===== config.mk =====
export PLATFORM = sky130hd
export DESIGN_NAME = fb_inst_enc
export DESIGN_NICKNAME = d
export VERILOG_FILES = /design/src/rtl/fb_inst_enc.sv
export SDC_FILE = /design/constraint.sdc
export NUM_CORES = 1
export LEC_CHECK = 0
export CAP_MARGIN = 0
export CORE_ASPECT_RATIO = 1.75
export CORE_MARGIN = 8
export CORE_UTILIZATION = 25
export CTS_CLUSTER_DIAMETER = 50
export CTS_CLUSTER_SIZE = 8
export DETAILED_ROUTE_END_ITERATION = 10
export PLACE_DENSITY = 0.47
export SLEW_MARGIN = 0
export SYNTH_ARGS = -nofsm -noshare
export SYNTH_HDL_FRONTEND = slang
export SYNTH_SLANG_ARGS = --single-unit

===== constraint.sdc =====
create_clock -name i_clk -period 8.9 [get_ports i_clk]
set_clock_uncertainty 0.1 [all_clocks]
set_input_delay 0.89 -clock i_clk [delete_from_list [all_inputs] [get_ports i_clk]]
set_output_delay 0.89 -clock i_clk [all_outputs]
set_load 0.02 [all_outputs]

===== src/rtl/fb_inst_enc.sv =====
// RV32I instruction encoder: packs decoded fields into a 32-bit word through a 2-stage valid/ready pipeline.
// Optional immediate range/alignment checking is enabled by defining FB_ENC_RANGE_CHK_EN.
module fb_inst_enc #(
  parameter int CNT_W = 16
) (
  input  logic             i_clk,
  input  logic             i_rst,
  input  logic             i_in_valid,
  output logic             o_in_ready,
  input  logic [2:0]       i_in_fmt,
  input  logic [6:0]       i_in_opcode,
  input  logic [4:0]       i_in_rd,
  input  logic [4:0]       i_in_rs1,
  input  logic [4:0]       i_in_rs2,
  input  logic [2:0]       i_in_funct3,
  input  logic [6:0]       i_in_funct7,
  input  logic [31:0]      i_in_imm,
  output logic             o_out_valid,
  input  logic             i_out_ready,
  output logic [31:0]      o_out_inst,
  output logic             o_out_err,
  output logic [CNT_W-1:0] o_out_cnt
);

  localparam logic [2:0] FMT_R = 3'd0;
  localparam logic [2:0] FMT_I = 3'd1;
  localparam logic [2:0] FMT_S = 3'd2;
  localparam logic [2:0] FMT_B = 3'd3;
  localparam logic [2:0] FMT_U = 3'd4;
  localparam logic [2:0] FMT_J = 3'd5;

  logic             r_s1_valid;
  logic [2:0]       r_fmt;
  logic [6:0]       r_opcode;
  logic [4:0]       r_rd;
  logic [4:0]       r_rs1;
  logic [4:0]       r_rs2;
  logic [2:0]       r_funct3;
  logic [6:0]       r_funct7;
  logic [31:0]      r_imm;

  logic             r_s2_valid;
  logic [31:0]      r_inst;
  logic             r_err;
  logic [CNT_W-1:0] r_cnt;

  logic             w_s2_adv;
  logic             w_s1_adv;
  logic             w_accept;
  logic             w_handoff;
  logic [31:0]      w_enc_inst;
  logic             w_fmt_err;
  logic             w_rng_err;

  assign w_s2_adv  = !r_s2_valid || i_out_ready;
  assign w_s1_adv  = !r_s1_valid || w_s2_adv;
  assign w_accept  = i_in_valid && w_s1_adv;
  assign w_handoff = r_s2_valid && i_out_ready;

  assign o_in_ready  = w_s1_adv;
  assign o_out_valid = r_s2_valid;
  assign o_out_inst  = r_inst;
  assign o_out_err   = r_err;
  assign o_out_cnt   = r_cnt;

`ifdef FB_ENC_RANGE_CHK_EN
  // True when imm[31:lsb] are all copies of one bit, i.e. imm fits as a signed (lsb+1)-bit value.
  function automatic logic f_sext_ok(input logic [31:0] v, input int lsb);
    logic [31:0] sh;
    sh = 32'($signed(v) >>> lsb);
    return (sh == 32'h0000_0000) || (sh == 32'hFFFF_FFFF);
  endfunction
`endif

  always_comb begin
    w_enc_inst = 32'h0000_0000;
    w_fmt_err  = 1'b0;
    case (r_fmt)
      FMT_R: w_enc_inst = {r_funct7, r_rs2, r_rs1, r_funct3, r_rd, r_opcode};
      FMT_I: w_enc_inst = {r_imm[11:0], r_rs1, r_funct3, r_rd, r_opcode};
      FMT_S: w_enc_inst = {r_imm[11:5], r_rs2, r_rs1, r_funct3, r_imm[4:0], r_opcode};
      FMT_B: w_enc_inst = {r_imm[12], r_imm[10:5], r_rs2, r_rs1, r_funct3,
                           r_imm[4:1], r_imm[11], r_opcode};
      FMT_U: w_enc_inst = {r_imm[31:12], r_rd, r_opcode};
      FMT_J: w_enc_inst = {r_imm[20], r_imm[10:1], r_imm[11], r_imm[19:12], r_rd, r_opcode};
      default: begin
        w_enc_inst = 32'h0000_0000;
        w_fmt_err  = 1'b1;
      end
    endcase
  end

  always_comb begin
    w_rng_err = 1'b0;
`ifdef FB_ENC_RANGE_CHK_EN
    case (r_fmt)
      FMT_I, FMT_S: w_rng_err = !f_sext_ok(r_imm, 11);
      FMT_B:        w_rng_err = !f_sext_ok(r_imm, 12) || r_imm[0];
      FMT_J:        w_rng_err = !f_sext_ok(r_imm, 20) || r_imm[0];
      FMT_U:        w_rng_err = (r_imm[11:0] != 12'h000);
      default:      w_rng_err = 1'b0;
    endcase
`else
    w_rng_err = 1'b0;
`endif
  end

  // Stage 1 holds the raw fields until stage 2 can take them.
  always_ff @(posedge i_clk or posedge i_rst) begin
    if (i_rst) begin
      r_s1_valid <= 1'b0;
      r_fmt      <= 3'd0;
      r_opcode   <= 7'd0;
      r_rd       <= 5'd0;
      r_rs1      <= 5'd0;
      r_rs2      <= 5'd0;
      r_funct3   <= 3'd0;
      r_funct7   <= 7'd0;
      r_imm      <= 32'd0;
    end else if (w_accept) begin
      r_s1_valid <= 1'b1;
      r_fmt      <= i_in_fmt;
      r_opcode   <= i_in_opcode;
      r_rd       <= i_in_rd;
      r_rs1      <= i_in_rs1;
      r_rs2      <= i_in_rs2;
      r_funct3   <= i_in_funct3;
      r_funct7   <= i_in_funct7;
      r_imm      <= i_in_imm;
    end else if (w_s2_adv) begin
      r_s1_valid <= 1'b0;
    end
  end

  // Stage 2 registers the encoded word; it stays frozen while downstream stalls.
  always_ff @(posedge i_clk or posedge i_rst) begin
    if (i_rst) begin
      r_s2_valid <= 1'b0;
      r_inst     <= 32'h0000_0000;
      r_err      <= 1'b0;
    end else if (w_s2_adv) begin
      r_s2_valid <= r_s1_valid;
      r_inst     <= w_enc_inst;
      r_err      <= w_fmt_err || w_rng_err;
    end
  end

  // Hand-off counter, wraps naturally.
  always_ff @(posedge i_clk or posedge i_rst) begin
    if (i_rst) begin
      r_cnt <= '0;
    end else if (w_handoff) begin
      r_cnt <= r_cnt + {{(CNT_W-1){1'b0}}, 1'b1};
    end
  end

endmodule


==> results of run 1 <==
-- metal layers --
| metal | share of wire (%) | wire length [um] | vias up | track usage (%) |
|---|---|---|---|---|
| met1 | 39 | 5290 | 1679 | 11.9 |
| met4 | 1.5 | 196 | 0 | 4.32 |
| met3 | 5.5 | 733 | 14 | 3.42 |
| met5 | 0 | 0 | - | 0 |
| met2 | 54 | 7200 | 93 | 19.3 |
| li1 | - | - | 1596 | - |
-- power breakdown --
| group | leakage, nW | switching (mW) | internal [mW] |
|---|---|---|---|
| logic | 1.31 | 0.182 | 0.216 |
| registers | 1.43 | 0.0786 | 0.631 |
| clock network | 0.310 | 0.235 | 0.487 |
-- cell usage in the layout (no fill, tap or decap), types with 2 or more instances in the layout --
| cell type | n |
|---|---|
| a22oi_1 | 10 |
| nand2_4 | 2 |
| o21ai_0 | 22 |
| clkbuf_16 | 17 |
| nor2_1 | 15 |
| nand2_1 | 35 |
| a21oi_1 | 12 |
| clkinv_2 | 4 |
| mux2_4 | 30 |
| nor3_1 | 2 |
| mux2i_1 | 4 |
| xnor2_1 | 11 |
| buf_4 | 2 |
| clkbuf_1 | 2 |
| nand3_1 | 6 |
| inv_1 | 4 |
| and3_1 | 3 |
| mux2_2 | 45 |
| nand2b_1 | 3 |
| clkbuf_8 | 3 |
| clkdlybuf4s50_1 | 121 |
| xor2_1 | 5 |
| a22o_1 | 11 |
| nor2b_1 | 9 |
| nand4_1 | 4 |
| a31oi_1 | 8 |
| bufinv_16 | 4 |
| dfrtp_1 | 117 |
-- per-stage QoR --
stage	utilization [%]	power (mW)	instance area, um2	std cells	worst slack (ns)
after floorplan	-	0.936	5080	386	4.78
after global placement	32.1	1.12	6460	736	5.68
after detailed placement	32.1	1.13	6460	736	5.66
after CTS	35.2	1.86	7080	767	5.66
after global routing	35.2	1.93	7080	767	5.61
final	35.2	1.83	7080	767	5.66
-- how the worst max path moves through the flow --
stage / end / start / depth (start not counted)
3_3_place_gp: o_in_ready / i_out_ready / 4
4_1_cts: o_in_ready / i_out_ready / 4
5_1_grt: o_in_ready / i_out_ready / 4
3_5_place_dp: o_in_ready / i_out_ready / 4
6_report: o_in_ready / i_out_ready / 4
2_1_floorplan: o_out_cnt[0] / i_rst / 1
-- sequential cells by signal, summed over array words and instances, names as in the netlist --
| register | count |
|---|---|
| r_s1_valid | 1 |
| r_funct3 | 3 |
| o_out_err | 1 |
| r_opcode | 7 |
| r_fmt | 3 |
| r_rd | 5 |
| r_rs1 | 5 |
| r_funct7 | 7 |
| o_out_cnt | 16 |
| o_out_valid | 1 |
| r_imm | 32 |
| o_out_inst | 32 |
| r_rs2 | 5 |
-- area by class of cell --
class                   instances  area, um2  share of cell area (%)
multi-input cells             242       1950                    27.5
clock buffers                  22        474                    6.70
inverters                       5       21.3                   0.300
clock inverters                 9        149                    2.10
repair buffers                123       1230                    17.3
well taps                     248        310                    4.38
flip-flops and latches        118       2950                    41.7
-- kinds of logic (layout without fill, tap and decap cells) --
kind of cell	count (synthesis)	after routing	synth area share, %
flops	118	118	58.2
simple gates	81	81	7.52
mux	79	79	19.6
compound gates	65	65	8.03
buf+inv	26	159	3.65
xor+xnor	16	16	2.76
fa+ha+maj	1	1	0.246
==> run metrics, run 1 <==
most common cell in the synthesized netlist=dfrtp_1; CTS tree=yes; CTS Hold Bufs=0; WHS Path Cells=1; Seq cells post-synth=118; DRT Wirelength=13400 um; largest net degree at the start of global routing=71; standard-cell rows=69; die area=0.0253 mm2; CP required=7.91 ns; Post-CTS Setup Bufs=0; hold crit path type=flop to flop; clock latency at the later pin of the worst-skew pair=0.41 ns; Total GRT Usage=11.0%; Port Buf Inserts=121; leading register cell type out of synthesis=dfrtp_1; CP Class=primary input to output port; Pwr Density=258 mW/mm2; post-route antenna net violation count=0; H-tree Lvls=4; CP max-delay cell=clkdlybuf4s50_1; post-DP HPWL=9470 um; peak supply drop=0.153 mV; crit path time final=3.24 ns; ys async rst share=100%; worst r2r src=r_fmt[1]; Largest delay share family, worst path=buffers and inverters; maximum clock rate=308 MHz; Slew Viols, Final=0; top post-synthesis cells by area=dfrtp_1 (58%), mux2_2 (10%), mux2_4 (8.9%); Setup-failing EPs final=0; DR pass1 iterations=4; critical path fanouts, max=5; IO Pins=122; Synth top area share=58.2%; leading area contributor after synthesis=dfrtp_1; CTS clk-pin slew, worst paths=0.05 ns; CP peak stage delay=0.60 ns; final period utilization=36.4%; die height=205 um; WHS Endpoint=o_out_cnt[15]; via/cell ratio=4.41; Crit path buffers/inverters=2; clock root buffer=clkbuf_16; Core Region=0.0201 mm2; DRT iter0 DRCs=163; Initial Util=25.2%; Netlist Area Pre-Place=0.00508 mm2; syn nets=458; ratio of cells with drive above 1 in the final layout=21.4%; Area growth, synth to finish=39.5%; TritonCTS Buffers=17; YS warnings=0; die width=124 um; grt ovf=0; Post-Syn Instances=386; Critical Path AT=2.25 ns; drt wl/cell=17.5 um; worst reg2reg endpoint=o_out_inst[23]; Final TNS setup=0 ns; startpoint types=primary input; Rel. slew slack=27.1%; synth cell count leaders=dfrtp_1 (118), mux2_2 (45), nand2_1 (35); Clock Path Buffers=2; antenna violations before repair=0; first-pass GRT wire length=20900 um; register area share after synthesis=58.2%; routability cong.=0.706; clock sink total=118; FF-to-FF path depth=4; status=completed; remaining design rule violation count=0; Crit path top cell by count=clkdlybuf4s50_1; Ant. Diodes=0; # fillers=2036; Static Leakage=3.04 nW; EDFF count, synth=0; Synth cell types=32; MaxCap Viol Count=0; HP Start=o_out_cnt[15]; CP Capture Type=output port; vias in the first global route=3749; Fin Hold WS=0.376 ns; CP Cell Sequence=clkdlybuf4s50_1, nor2b_4, nand2_4, clkdlybuf4s50_1; CTS resizes=0; Tightest Pin Transition=1.09 ns; vias=3382; RSZ-0062 raised after global routing=false; worst reg2reg setup slack=6.70 ns; NumNets Final=579; Fin. Hold Viols=0; mean cell area of the mapped netlist=13.2 um2
Power figures use the tool's default switching activity.
==> run 2, diff against run 1 <==
==> constraint.sdc (replaced) <==
create_clock -name i_clk -period 3.25 [get_ports i_clk]
set_clock_uncertainty 0.1 [all_clocks]
set_input_delay 0.325 -clock i_clk [delete_from_list [all_inputs] [get_ports i_clk]]
set_output_delay 0.325 -clock i_clk [all_outputs]
set_load 0.02 [all_outputs]
==> run metrics, run 2 (synthesis gave the netlist of run 1 again) <==
status=completed; Total GRT Usage=11.3% (+0.27 points); switch share=26.8% (-0.32 points); Setup-failing EPs final=0 (unchanged); NumNets Final=587 (+1.4%); most common library cell in the layout ignoring fill and taps=clkdlybuf4s50_1; Pint=3.74 mW (+180%); DRT Wirelength=13700 um (+1.9%); CP Capture Type=output port; sequential power share=37.8% (-0.9 points); CTS resizes=0 (unchanged); die width=124 um (unchanged); Pwr Density=712 mW/mm2 (+180%); post-DP HPWL=10100 um (+6.1%); final period utilization=65.9%; clock latency at the later pin of the worst-skew pair=0.41 ns (about the same); remaining design rule violation count=0 (unchanged); standard-cell rows=69 (unchanged); H-tree Lvls=4 (unchanged); RSZ-0062 raised after global routing=false; NetSw=1.37 mW (+180%); routability cong.=0.755 (+7.0%); Core Region=0.0201 mm2 (unchanged); DR pass1 iterations=5 (+1); vias=3416 (+1.0%); critical path fanouts, max=5 (unchanged); CP required=2.82 ns (-5.09 ns); Slew Viols, Final=0 (unchanged); Final TNS setup=0 ns (unchanged); vias in the first global route=3765 (+0.43%); hold crit path type=primary input to asynchronous set/reset pin; TritonCTS Buffers=17 (unchanged); Area growth, synth to finish=41.4%; most frequent cells in the layout=clkdlybuf4s50_1 (121), dfrtp_1 (117), mux2_2 (45); CTS clk-pin slew, worst paths=0.05 ns (about the same); first-pass GRT wire length=21100 um (+1.3%); post-route setup slack=1.11 ns (-4.55 ns); IO Pins=122 (unchanged); Metal-1 WL=5320 um (+0.66%); via/cell ratio=4.41 (about the same); worst reg2reg setup slack=1.30 ns (-5.40 ns); setup slack at placement=0.846 ns (-4.81 ns); Critical Path AT=1.72 ns (-0.53 ns); clock power share=40.3% (+0.8 points); die height=205 um (unchanged); startpoint types=primary input; drt wl/cell=17.6 um (+0.88%); highest metal used=met4; Clock Path Buffers=2 (unchanged); FF-to-FF path depth=5 (+1); CTS tree=yes; post-route antenna net violation count=0 (unchanged); grt ovf=0 (unchanged); clock sink total=118 (unchanged); peak supply drop=0.383 mV (+150%); routed wl met2=7290 um (+1.3%); maximum clock rate=467 MHz; antenna violations before repair=0 (unchanged); Initial Util=25.2% (unchanged); MaxCap Viol Count=0 (unchanged); Fin. Hold Viols=0 (unchanged); CP Class=primary input to output port; Port Buf Inserts=121 (unchanged); Static Leakage=3.09 nW (+1.5%); largest net degree at the start of global routing=44 (-38%); CTS Hold Bufs=0 (unchanged); Post-CTS Setup Bufs=0 (unchanged); clock root buffer=clkbuf_16; Rel. slew slack=47.0% (+20 points); metal3 WL=829 um (+13%); die area=0.0253 mm2 (unchanged); worst reg2reg endpoint=r_funct7[6]; crit path time final=2.14 ns; Ant. Diodes=0 (unchanged); Logic pwr share=21.9% (about the same); Tightest Pin Transition=0.794 ns (-0.300 ns); worst r2r src=o_out_valid; DRT iter0 DRCs=157 (-3.7%); ratio of cells with drive above 1 in the final layout=22.6% (+1.2 points)
-- run 2: power by group through the flow --
stage	clock network [mW]	logic [mW]	registers, mW
after floorplan	0	0.515	2.05
after global placement	0	1.13	1.95
after detailed placement	0	1.14	1.96
after CTS	2.12	1.15	1.94
after global routing	2.20	1.22	1.97
final	2.06	1.12	1.93
-- run 2: routing by layer --
layer | vias to the layer above | GRT usage, %
met2 | 89 | 19.6
met1 | 1695 | 12.1
met5 | - | 0
met3 | 17 | 3.64
li1 | 1615 | -
met4 | 0 | 4.84
-- run 2: area by class of cell --
class                   count  area, um2
fillers                  2003      12900
clock buffers              22        474
repair buffers            131       1300
multi-input cells         242       1950
flip-flops and latches    118       2950
clock inverters             9        173
inverters                   5       22.5
well taps                 248        310
-- run 2: per-stage QoR --
step / utilization, % / total power [mW] / area [um2] / cells / hold slack [ns]
after CTS: 35.7 / 5.21 / 7180 / 775 / 0.0789
after detailed placement: 32.5 / 3.11 / 6530 / 744 / 0.373
after global routing: 35.7 / 5.38 / 7180 / 775 / 0.0969
final: 35.7 / 5.11 / 7180 / 775 / 0.0982
after floorplan: - / 2.56 / 5080 / 386 / 0.333
after global placement: 32.5 / 3.07 / 6530 / 744 / 0.367
-- run 2: worst max path at each step --
stage	slack, ns	startpoint	to
after floorplan	1.38	i_rst	o_out_cnt[0]
after global placement	0.91	i_out_ready	r_funct7[3]
after detailed placement	0.85	i_out_ready	r_funct7[1]
after CTS	1.09	o_out_valid	o_in_ready
after global routing	1.04	o_out_valid	o_in_ready
final	1.11	i_out_ready	o_in_ready
-- run 2: critical path, cell delays in order --
cell,delay (ns)
clkdlybuf4s50_1,0.60
nor2b_4,0.08
nand2_4,0.09
clkdlybuf4s50_1,0.61
